`src/rtl/instr_fetch_reg.sv`:
```
`default_nettype none
// ============================================================================
// Module   : instr_fetch_reg
// Brief    : Single-word instruction fetch with timeout, IR and field decode.
// Revision : 1.0 - initial release
// ============================================================================
module instr_fetch_reg #(
  parameter int TIMEOUT = 16
) (
  input  logic        clk,
  input  logic        rst_n,
  input  logic        i_fetch_start,
  input  logic [31:0] i_pc,
  output logic        o_mem_req,
  output logic [31:0] o_mem_addr,
  input  logic        i_mem_ack,
  input  logic [31:0] i_mem_rdata,
  output logic        o_busy,
  output logic        o_ir_valid,
  output logic        o_fetch_err,
  output logic [5:0]  o_opcode,
  output logic [4:0]  o_rs,
  output logic [4:0]  o_rt,
  output logic [4:0]  o_rd,
  output logic [4:0]  o_shamt,
  output logic [5:0]  o_funct,
  output logic [15:0] o_imm,
  output logic [25:0] o_target
);

  typedef enum logic [1:0] {
    S_IDLE = 2'd0,
    S_REQ  = 2'd1,
    S_DONE = 2'd2,
    S_ERR  = 2'd3
  } state_t;

  // Last counter value before an unacknowledged request aborts.
  localparam logic [7:0] c_tmo_last = 8'(TIMEOUT - 1);

  state_t      r_state;
  state_t      w_next;
  logic [7:0]  r_cnt;
  logic [31:0] r_ir;
  logic [31:0] r_mem_addr;
  logic        r_ir_valid;
  logic        r_fetch_err;

  logic        w_in_req;
  logic        w_accept;
  logic        w_aligned;
  logic        w_capture;
  logic        w_timeout;

  always_ff @(posedge clk or negedge rst_n) begin
    if (!rst_n) r_state <= S_IDLE;
    else        r_state <= w_next;
  end

  always_comb begin
    w_next    = r_state;
    w_in_req  = 1'b0;
    w_accept  = 1'b0;
    w_aligned = (i_pc[1:0] == 2'b00);
    w_capture = 1'b0;
    w_timeout = 1'b0;
    case (r_state)
      S_REQ: begin
        w_in_req = 1'b1;
        if (i_mem_ack) begin
          w_capture = 1'b1;
          w_next    = S_DONE;
        end else if (r_cnt == c_tmo_last) begin
          w_timeout = 1'b1;
          w_next    = S_ERR;
        end
      end
      default: begin
        if (i_fetch_start) begin
          w_accept = 1'b1;
          w_next   = w_aligned ? S_REQ : S_ERR;
        end
      end
    endcase
  end

  always_ff @(posedge clk or negedge rst_n) begin
    if (!rst_n) begin
      r_cnt       <= 8'd0;
      r_ir        <= 32'd0;
      r_mem_addr  <= 32'd0;
      r_ir_valid  <= 1'b0;
      r_fetch_err <= 1'b0;
    end else if (w_accept) begin
      r_ir_valid <= 1'b0;
      if (w_aligned) begin
        r_mem_addr  <= i_pc;
        r_cnt       <= 8'd0;
        r_fetch_err <= 1'b0;
      end else begin
        r_fetch_err <= 1'b1;
      end
    end else if (w_capture) begin
      r_ir       <= i_mem_rdata;
      r_ir_valid <= 1'b1;
    end else if (w_timeout) begin
      r_fetch_err <= 1'b1;
    end else if (w_in_req) begin
      r_cnt <= r_cnt + 8'd1;
    end
  end

  assign o_mem_req   = w_in_req;
  assign o_busy      = w_in_req;
  assign o_mem_addr  = r_mem_addr;
  assign o_ir_valid  = r_ir_valid;
  assign o_fetch_err = r_fetch_err;

  assign o_opcode = r_ir[31:26];
  assign o_rs     = r_ir[25:21];
  assign o_rt     = r_ir[20:16];
  assign o_rd     = r_ir[15:11];
  assign o_shamt  = r_ir[10:6];
  assign o_funct  = r_ir[5:0];
  assign o_imm    = r_ir[15:0];
  assign o_target = r_ir[25:0];

endmodule
`default_nettype wire

```
`config.mk`:
```
export PLATFORM = sky130hd
export DESIGN_NAME = instr_fetch_reg
export DESIGN_NICKNAME = d
export VERILOG_FILES = /design/src/rtl/instr_fetch_reg.sv
export SDC_FILE = /design/constraint.sdc
export NUM_CORES = 1
export LEC_CHECK = 0
export BUFFER_PORTS_ARGS = -buffer_cell sky130_fd_sc_hd__buf_4
export CAP_MARGIN = 10
export CORE_MARGIN = 3
export CORE_UTILIZATION = 49
export CTS_CLUSTER_DIAMETER = 60
export DETAILED_ROUTE_END_ITERATION = 8
export MAX_ROUTING_LAYER = met4
export PLACE_DENSITY_LB_ADDON = 0.05
export SYNTH_ARGS = -nofsm -noshare
export SYNTH_HDL_FRONTEND = slang
export SYNTH_SLANG_ARGS = --single-unit
```
`constraint.sdc`:
```
create_clock -name clk -period 2.94 [get_ports clk]
set_input_delay 0.294 -clock clk [delete_from_list [all_inputs] [get_ports clk]]
set_output_delay 0.294 -clock clk [all_outputs]
set_load 0.02 [all_outputs]
```
==> impl_metrics.yaml, run 1 <==
status:
  status: "finished clean"
run:
  drv_cap: 0
power_and_ir_drop:
  swShare_pct: 37.6
  vdd_drop_max_uv: 416
  p_clk_share_pct: 17.9
  p_int_uw: 2770
  p_per_area_mw_per_mm2: 958
  leakage_uw: 0.00233
  pwr-share-comb_pct: 46.1
  pwr-share-seq_pct: 36.0
  p_total_uw: 4440
  switching_power_uw: 1670
cts:
  clock_latency_ns: 0.33
  ctsHoldBuffers: 0
  clkTransAtPathRegs_ns: 0.08
  cts_sinks: 76
  cts_tree: "done"
  clock_path_buffers: 2
  htree_levels: 3
  cts-root-buf: "clkbuf_8"
  numCtsBuffers: 9
  post_cts_buffers: 0
  post_cts_resized: 0
logic_synthesis:
  postSynth.asyncResetShare_pct: 100
  synth-seq-cells: 76
  synth.avg_cell_area_um2: 14.0
  synth_flop_cell: "dfrtp_1"
  seq_area_frac_synth_pct: 56.0
  synth_warnings: 0
  syn_area_mm2: 0.00340
  synthTopCellsByArea: "dfrtp_1 56%, mux2_2 17%, buf_4 10%"
  yosysTopAreaCellShare_pct: 56.0
  synthCells: 243
  yosys.area.top_type: "dfrtp_1"
  synth_edf_count: 0
  syn_nets: 312
  synth_cell_type_count: 34
global_route:
  grt_pass1_wl_um: 10800
  grt_pass1_vias: 2217
  antenna_found_initial: 0
  grt_util_all_layers_pct: 18.6
  grt_max_degree: 77
  gr-total-overflow: 0
floorplan:
  die_x_um: 89.3
  start_util_pct: 52.0
  io-pin-count: 178
  die_h_um: 89.3
  rows: 29
  core_mm2: 0.00653
  dieArea_mm2: 0.00797
setup_path:
  rrSetupSlack_ns: 0.96
  start_kind: "flop"
  path_class: "flop to flop"
  reg2reg_from: "r_state[1]"
  arrival_ns: 2.20
  cp_slowest_stage_delay_ns: 0.75
  reg2reg_depth: 3
  cp_max_fo: 33
  r2r-end: "r_ir[16]"
  crit_buf_inv: 0
  cp_top_family: "simple AND/OR/NAND/NOR gates"
  critPathSlowestCell: "nor2_4"
  cp_cell_sequence: "nand2b_1, nor2_4, mux2_2"
  crit_path_end_kind: "flop"
  critPathRequiredTime_ns: 3.15
cells_and_area:
  final_cells: 462
  antenna_cells: 0
  final_cell_area_mm2: 0.00463
  area_growth_syn_to_layout_pct: 36.4
  final_nets: 449
  fin_util_pct: 70.9
  drive_gt1_share_pct: 68.3
placed_design:
  place_area_mm2: 0.00443
  port_buffers: 177
  gp_congestion: 0.722
  dp_cells: 446
  hpwl_um: 5680
drt:
  detail_route.wl_per_cell_um: 16.3
  wirelength_um: 7520
  wl_met1_um: 2910
  vias: 2308
  drc: 0
  vias_per_cell: 5.00
  drt_pre_antenna_iters: 4
  top_layer: "met4"
  drtIter0Drc: 54
  wl_met2_um: 3880
  wl_met3_um: 603
  ant_nets: 0
sta:
  min_period_ns: 1.98
  hold_viol: 0
  worst_pin_slew_ns: 0.918
  rsz0062_at_grt: "false"
  finalSetupViolations: 0
  period_share_pct: 67.5
  fmaxAchievable_mhz: 504
  skew_ns: 0.00535
  setup-tns-final_ns: 0
  timing.slew.headroom_pct: 38.8
  final_max_slew_viol_count: 0
worst_hold_path:
  hold_class: "input port to async pin"
[synthesized netlist by cell type, types with 2 or more instances]
master    number
nand2b_1       2
o21a_1         3
mux2_2        50
nand2_1        7
inv_1          2
a31oi_1        6
nand3_1        5
buf_6          4
mux2_4        12
buf_4         47
a21oi_1        2
buf_2          2
and2_1         2
nand4_1        2
dfrtp_1       76
nor2_1         3
[sequential cells by signal (all words and copies together), names as in the netlist]
signal,cells
o_mem_addr,32
r_ir,32
r_cnt,8
r_state,2
o_fetch_err,1
o_ir_valid,1
[cell families after synthesis]
kind of cell / after synthesis / synth area share [%]
AOI/OAI and AO/OA: 20 / 4.31
adders and majority gates: 1 / 0.368
buffers and inverters: 55 / 12.2
DFF: 76 / 56.0
muxes: 63 / 22.2
and+or+nand+nor: 28 / 4.94
[per-layer routing]
layer	vias up	GRT usage, %
met4	0	7.85
met3	14	4.15
met1	1110	22.0
li1	1073	-
met2	111	30.7
met5	-	-
[power groups by stage]
stage          clock network (µW)  logic, µW  registers (µW)
6_report                      794       2040            1600
5_1_grt                       867       2160            1650
4_1_cts                       816       2070            1610
3_5_place_dp                    0       2070            1620
3_3_place_gp                    0       2050            1610
2_1_floorplan                   0       1040            1940
[worst register-to-register path, delay by kind of cell, from the launching register on]
family	cells	cell delay, ns
DFF	1	0.40
and+or+nand+nor	2	1.04
muxes	1	0.43
[placed cells by master, fill, tap and decap left out, drive strengths merged, types with 2 or more instances in the layout]
cell    count
buf       179
dfrtp      76
mux2       62
clkbuf     12
nand2       8
a31oi       7
nand3       6
nor2        4
o21a        3
nand2b      2
inv         2
and2        2
nand4       2
a21oi       2
clkinv      2
[worst max path at each step]
stage	startpoint	end	slack [ns]	depth (start not counted)
after floorplan	r_cnt[0]	r_cnt[7]	1.30	6
after detailed placement	r_state[1]	r_ir[16]	0.94	3
after CTS	r_state[1]	r_ir[16]	0.93	3
after global routing	r_state[1]	r_ir[26]	0.82	3
final	r_state[1]	r_ir[16]	0.96	3
after global placement	r_state[1]	r_ir[11]	1.02	3
[final cells by class]
class                   count  area (µm²)
well taps                  77        96.3
clock inverters             4        47.5
flip-flops and latches     76        1900
clock buffers              12         155
fillers                   503        1900
inverters                   2        7.51
multi-input cells         112        1080
repair buffers            179        1340
[metrics by stage]
step	setup slack [ns]	hold slack, ns
CTS	0.927	0.126
finish	0.956	0.0973
global placement	1.02	0.473
floorplan	1.30	-0.00159
detailed placement	0.944	0.482
global route	0.825	0.159
Power figures use the tool's default switching activity.
==> run 2: changes to the inputs <==
--- a/config.mk
+++ b/config.mk
@@ -8,7 +8,7 @@
 export BUFFER_PORTS_ARGS = -buffer_cell sky130_fd_sc_hd__buf_4
 export CAP_MARGIN = 10
 export CORE_MARGIN = 3
-export CORE_UTILIZATION = 49
+export CORE_UTILIZATION = 45
 export CTS_CLUSTER_DIAMETER = 60
 export DETAILED_ROUTE_END_ITERATION = 8
 export MAX_ROUTING_LAYER = met4
==> constraint.sdc (replaced) <==
create_clock -name clk -period 2.01 [get_ports clk]
set_input_delay 0.201 -clock clk [delete_from_list [all_inputs] [get_ports clk]]
set_output_delay 0.201 -clock clk [all_outputs]
set_load 0.02 [all_outputs]
==> run 2 against run 1 <==
Non-clock buffer count is 4 higher. Utilization is 6.1 points lower. First-iteration DRC count is 20% higher. Design area is 2.0% higher. Largest power group unchanged.
==> impl_metrics.yaml, run 2 (synthesized netlist as in run 1, its figures left out) <==
status:
  status: "finished clean"
power_and_ir_drop:
  vdd_drop_max_uv: 589
  leakage_uw: 0.00237
  p_total_uw: 6520
  p_per_area_mw_per_mm2: 1380
setup_path:
  start_kind: "flop"
  path_class: "flop to flop"
  critPathRequiredTime_ns: 2.24
  cp_max_fo: 7
  crit_path_end_kind: "flop"
  arrival_ns: 1.97
sta:
  timing.slew.headroom_pct: 76.5
  final_max_slew_viol_count: 0
  fmaxAchievable_mhz: 573
  min_period_ns: 1.74
  setup-tns-final_ns: 0
  skew_ns: 0.00984
  hold_viol: 0
  worst_pin_slew_ns: 0.349
  period_share_pct: 86.8
  finalSetupViolations: 0
  rsz0062_at_grt: "false"
cts:
  clkTransAtPathRegs_ns: 0.08
  cts_tree: "done"
  clock_latency_ns: 0.35
  numCtsBuffers: 9
  cts_sinks: 76
  clock_path_buffers: 2
  cts-root-buf: "clkbuf_8"
  post_cts_resized: 0
  htree_levels: 3
placed_design:
  hpwl_um: 5820
  port_buffers: 177
  gp_congestion: 0.851
floorplan:
  io-pin-count: 178
  die_x_um: 92.9
  dieArea_mm2: 0.00863
  die_h_um: 92.9
  core_mm2: 0.00729
  start_util_pct: 46.6
  rows: 31
global_route:
  antenna_found_initial: 0
  grt_util_all_layers_pct: 19.2
  grt_pass1_vias: 2441
  grt_pass1_wl_um: 12400
  grt_max_degree: 59
  gr-total-overflow: 0
cells_and_area:
  final_cell_mix: "179 x buf_4, 76 x dfrtp_1, 50 x mux2_2"
  area_growth_syn_to_layout_pct: 39.1
  drive_gt1_share_pct: 68.6
  final_common_cell: "buf_4"
  antenna_cells: 0
  final_nets: 453
drt:
  drt_pre_antenna_iters: 4
  detail_route.wl_per_cell_um: 16.0
  vias_per_cell: 4.79
  wirelength_um: 7820
  vias: 2338
  drc: 0
  drtIter0Drc: 65
  ant_nets: 0
worst_hold_path:
  hold_class: "input port to flop"
run:
  drv_cap: 0
-- run 2: changes by cell type in the layout (fill, tap and decap cells not counted), sizes merged --
cell and delta:
buf +3, clkbuf -2, clkinv +1, dlygate4sd3 +1
inv +1
-- run 2: layout make-up --
| cell class | count | area [µm²] |
|---|---|---|
| Clock inverter | 6 | 61.3 |
| Inverter | 2 | 7.51 |
| Multi-Input combinational cell | 112 | 1080 |
| Sequential cell | 76 | 1900 |
| Timing Repair Buffer | 183 | 1410 |
| Fill cell | 588 | 2570 |
| Clock buffer | 10 | 138 |
| Tap cell | 99 | 124 |
-- run 2: layer usage --
metal / share of wire [%] / GRT usage, % / wire length (µm)
met1: 41 / 23.6 / 3190
met2: 51 / 31.2 / 3950
met3: 7.3 / 3.57 / 567
met4: 1.3 / 8.30 / 100
met5: 0 / - / 0
-- run 2: where the power goes --
group	switching, µW	internal [µW]	leakage [µW]
clock	561	605	0.000102
sequential	360	1980	0.000913
combinational	1570	1450	0.00135
-- run 2: worst max-delay path: stages (launching register included) --
cell and delay [ns]:
dfrtp_1 0.43, ha_1 0.24, and3_1 0.26, a211o_2 0.38
a22oi_1 0.20, mux2i_1 0.11
-- run 2: final timing paths --
check / startpoint / end / slack (ns) / depth (start not counted)
setup reg to reg: r_cnt[0] / r_cnt[6] / 0.27 / 5
setup / recovery: r_cnt[0] / r_cnt[6] / 0.27 / 5
max in group asynchronous: rst_n / o_mem_addr[30] / 1.15 / 3
hold reg to reg: o_ir_valid / o_ir_valid / 0.50 / 1
hold / removal: i_pc[24] / o_mem_addr[24] / 0.08 / 2
min in group asynchronous: rst_n / o_mem_addr[12] / 0.27 / 2
-- run 2: per-stage QoR --
step | utilization, % | instance area (µm²) | std cells | hold slack [ns] | setup WS, ns
2_1_floorplan | - | 3400 | 243 | -0.0946 | 0.370
3_3_place_gp | 61.9 | 4520 | 471 | 0.0939 | 0.356
3_5_place_dp | 61.9 | 4520 | 471 | 0.0991 | 0.272
4_1_cts | 64.8 | 4730 | 488 | 0.0564 | 0.273
5_1_grt | 64.8 | 4730 | 488 | 0.0668 | 0.158
6_report | 64.8 | 4730 | 488 | 0.0790 | 0.266
-- run 2: timing repair --
item / in CTS / in global routing
hold endpoints to repair: 18 / 0
hold buffers: 1 / 0
setup buffers: 0 / 0
==> run 3: changes to the inputs <==
==> constraint.sdc (replaced) <==
create_clock -name clk -period 1.8 [get_ports clk]
set_input_delay 0.18 -clock clk [delete_from_list [all_inputs] [get_ports clk]]
set_output_delay 0.18 -clock clk [all_outputs]
set_load 0.02 [all_outputs]
==> run 3 against run 2 <==
Maximum frequency up 1.4%. Total power up 12%. First-iteration DRC count down 43%. Die area unchanged. Final cell count up 0.41%. Combinational power up 12%. Clock-buffer cell count up 2. Largest cell class unchanged. Routed wire length down 0.92%. Non-clock buffer count up 2. Setup slack worse by 0.19 ns.
==> impl_metrics.yaml, run 3 (synthesized netlist as in run 1, its figures left out) <==
sta:
  period_share_pct: 95.5
  final_max_slew_viol_count: 0
  fmaxAchievable_mhz: 582
  min_period_ns: 1.72
  fin_ws_ns: 0.0807
  worst_pin_slew_ns: 0.478
  skew_ns: 0.00634
  hold_viol: 0
  setup-tns-final_ns: 0
  rsz0062_at_grt: "false"
  timing.slew.headroom_pct: 68.1
  finalSetupViolations: 0
drt:
  detail_route.wl_per_cell_um: 15.8
  wirelength_um: 7740
  drt_pre_antenna_iters: 4
  vias_per_cell: 4.82
  drtIter0Drc: 37
  drc: 0
  vias: 2360
  ant_nets: 0
floorplan:
  rows: 31
  die_h_um: 92.9
  dieArea_mm2: 0.00863
  io-pin-count: 178
  core_mm2: 0.00729
  die_x_um: 92.9
  start_util_pct: 46.6
global_route:
  grt_pass1_vias: 2276
  antenna_found_initial: 0
  grt_max_degree: 38
  gr-total-overflow: 0
  grt_pass1_wl_um: 11900
  grt_util_all_layers_pct: 18.4
cts:
  htree_levels: 3
  post_cts_buffers: 0
  clock_latency_ns: 0.34
  numCtsBuffers: 9
  cts-root-buf: "clkbuf_8"
  cts_sinks: 76
  clock_path_buffers: 2
  clkTransAtPathRegs_ns: 0.08
  cts_tree: "done"
status:
  status: "finished clean"
cells_and_area:
  final_nets: 455
  final_cells: 490
  antenna_cells: 0
  final_cell_mix: "181 x buf_4, 76 x dfrtp_1, 50 x mux2_2"
  drive_gt1_share_pct: 68.3
  area_growth_syn_to_layout_pct: 39.6
  final_common_cell: "buf_4"
setup_path:
  crit_start: "r_cnt[0]"
  cp_max_fo: 7
  critPathRequiredTime_ns: 2.02
  reg2reg_from: "r_cnt[0]"
  crit_path_end_kind: "flop"
  start_kind: "flop"
  path_class: "flop to flop"
  arrival_ns: 1.94
placed_design:
  dpl_worst_slack_ns: 0.103
  gp_congestion: 0.851
  dp_cells: 473
  port_buffers: 177
  hpwl_um: 5880
power_and_ir_drop:
  vdd_drop_max_uv: 629
  leakage_uw: 0.00237
  p_per_area_mw_per_mm2: 1540
worst_hold_path:
  hold_start: "i_pc[13]"
  hold_class: "input port to flop"
run:
  drv_cap: 0
[run 3: cell count changes in the layout (fill, tap and decap cells not counted), sizes merged]
cell,before,now
buf,182,184
clkbuf,10,12
inv,3,2
clkinvlp,1,0
[run 3: metrics by stage]
stage          cell area (µm²)  utilization (%)  power, µW  hold WS (ns)
2_1_floorplan             3400                -       4870        -0.116
3_3_place_gp              4530             62.1       6000         0.181
3_5_place_dp              4530             62.1       6060         0.174
4_1_cts                   4740             64.9       7360        0.0526
5_1_grt                   4740             65.0       7650        0.0496
6_report                  4740             65.0       7280        0.0655
[run 3: what timing repair did]
| item | in CTS | in global routing |
|---|---|---|
| endpoints found under the hold margin | 35 | 0 |
| gates resized for setup | 0 | 2 |
| setup endpoints to repair | 0 | 1 |
| hold buffers | 1 | 0 |
[run 3: final timing paths]
| check | slack [ns] | end | cells after the start |
|---|---|---|---|
| worst max-delay path | 0.08 | r_cnt[6] | 5 |
| worst min-delay path | 0.07 | o_mem_addr[13] | 2 |
| worst max register to register | 0.08 | r_cnt[6] | 5 |
| worst min register to register | 0.50 | o_mem_addr[0] | 1 |
| max in group asynchronous | 0.88 | o_mem_addr[26] | 3 |
| min in group asynchronous | 0.32 | r_ir[12] | 2 |
[run 3: layout make-up]
| cell class | count | area [µm²] |
|---|---|---|
| fill | 583 | 2550 |
| sequential | 76 | 1900 |
| timing repair buffer | 185 | 1430 |
| multi-input combinational | 112 | 1090 |
| clock buffer | 12 | 145 |
| tap | 99 | 124 |
| clock inverter | 4 | 48.8 |
| inverter | 2 | 7.51 |
[run 3: worst max-delay path, cell delays in order (launching register included)]
cell and delay (ns):
dfrtp_1 0.43, ha_1 0.24, and3_1 0.26, a211o_4 0.38, a22oi_1 0.19, mux2i_1 0.10
[run 3: metal layers]
| layer | global-route usage [%] | routed length [µm] |
|---|---|---|
| met2 | 30.4 | 3910 |
| met1 | 22.5 | 3150 |
| met5 | - | 0 |
| met3 | 4.47 | 607 |
| met4 | 5.49 | 80 |
[run 3: where the power goes]
group | internal [µW] | total (µW) | switching (µW)
clock | 678 | 1300 | 618
combinational | 1620 | 3370 | 1750
sequential | 2210 | 2610 | 401
total | 4510 | 7280 | 2770
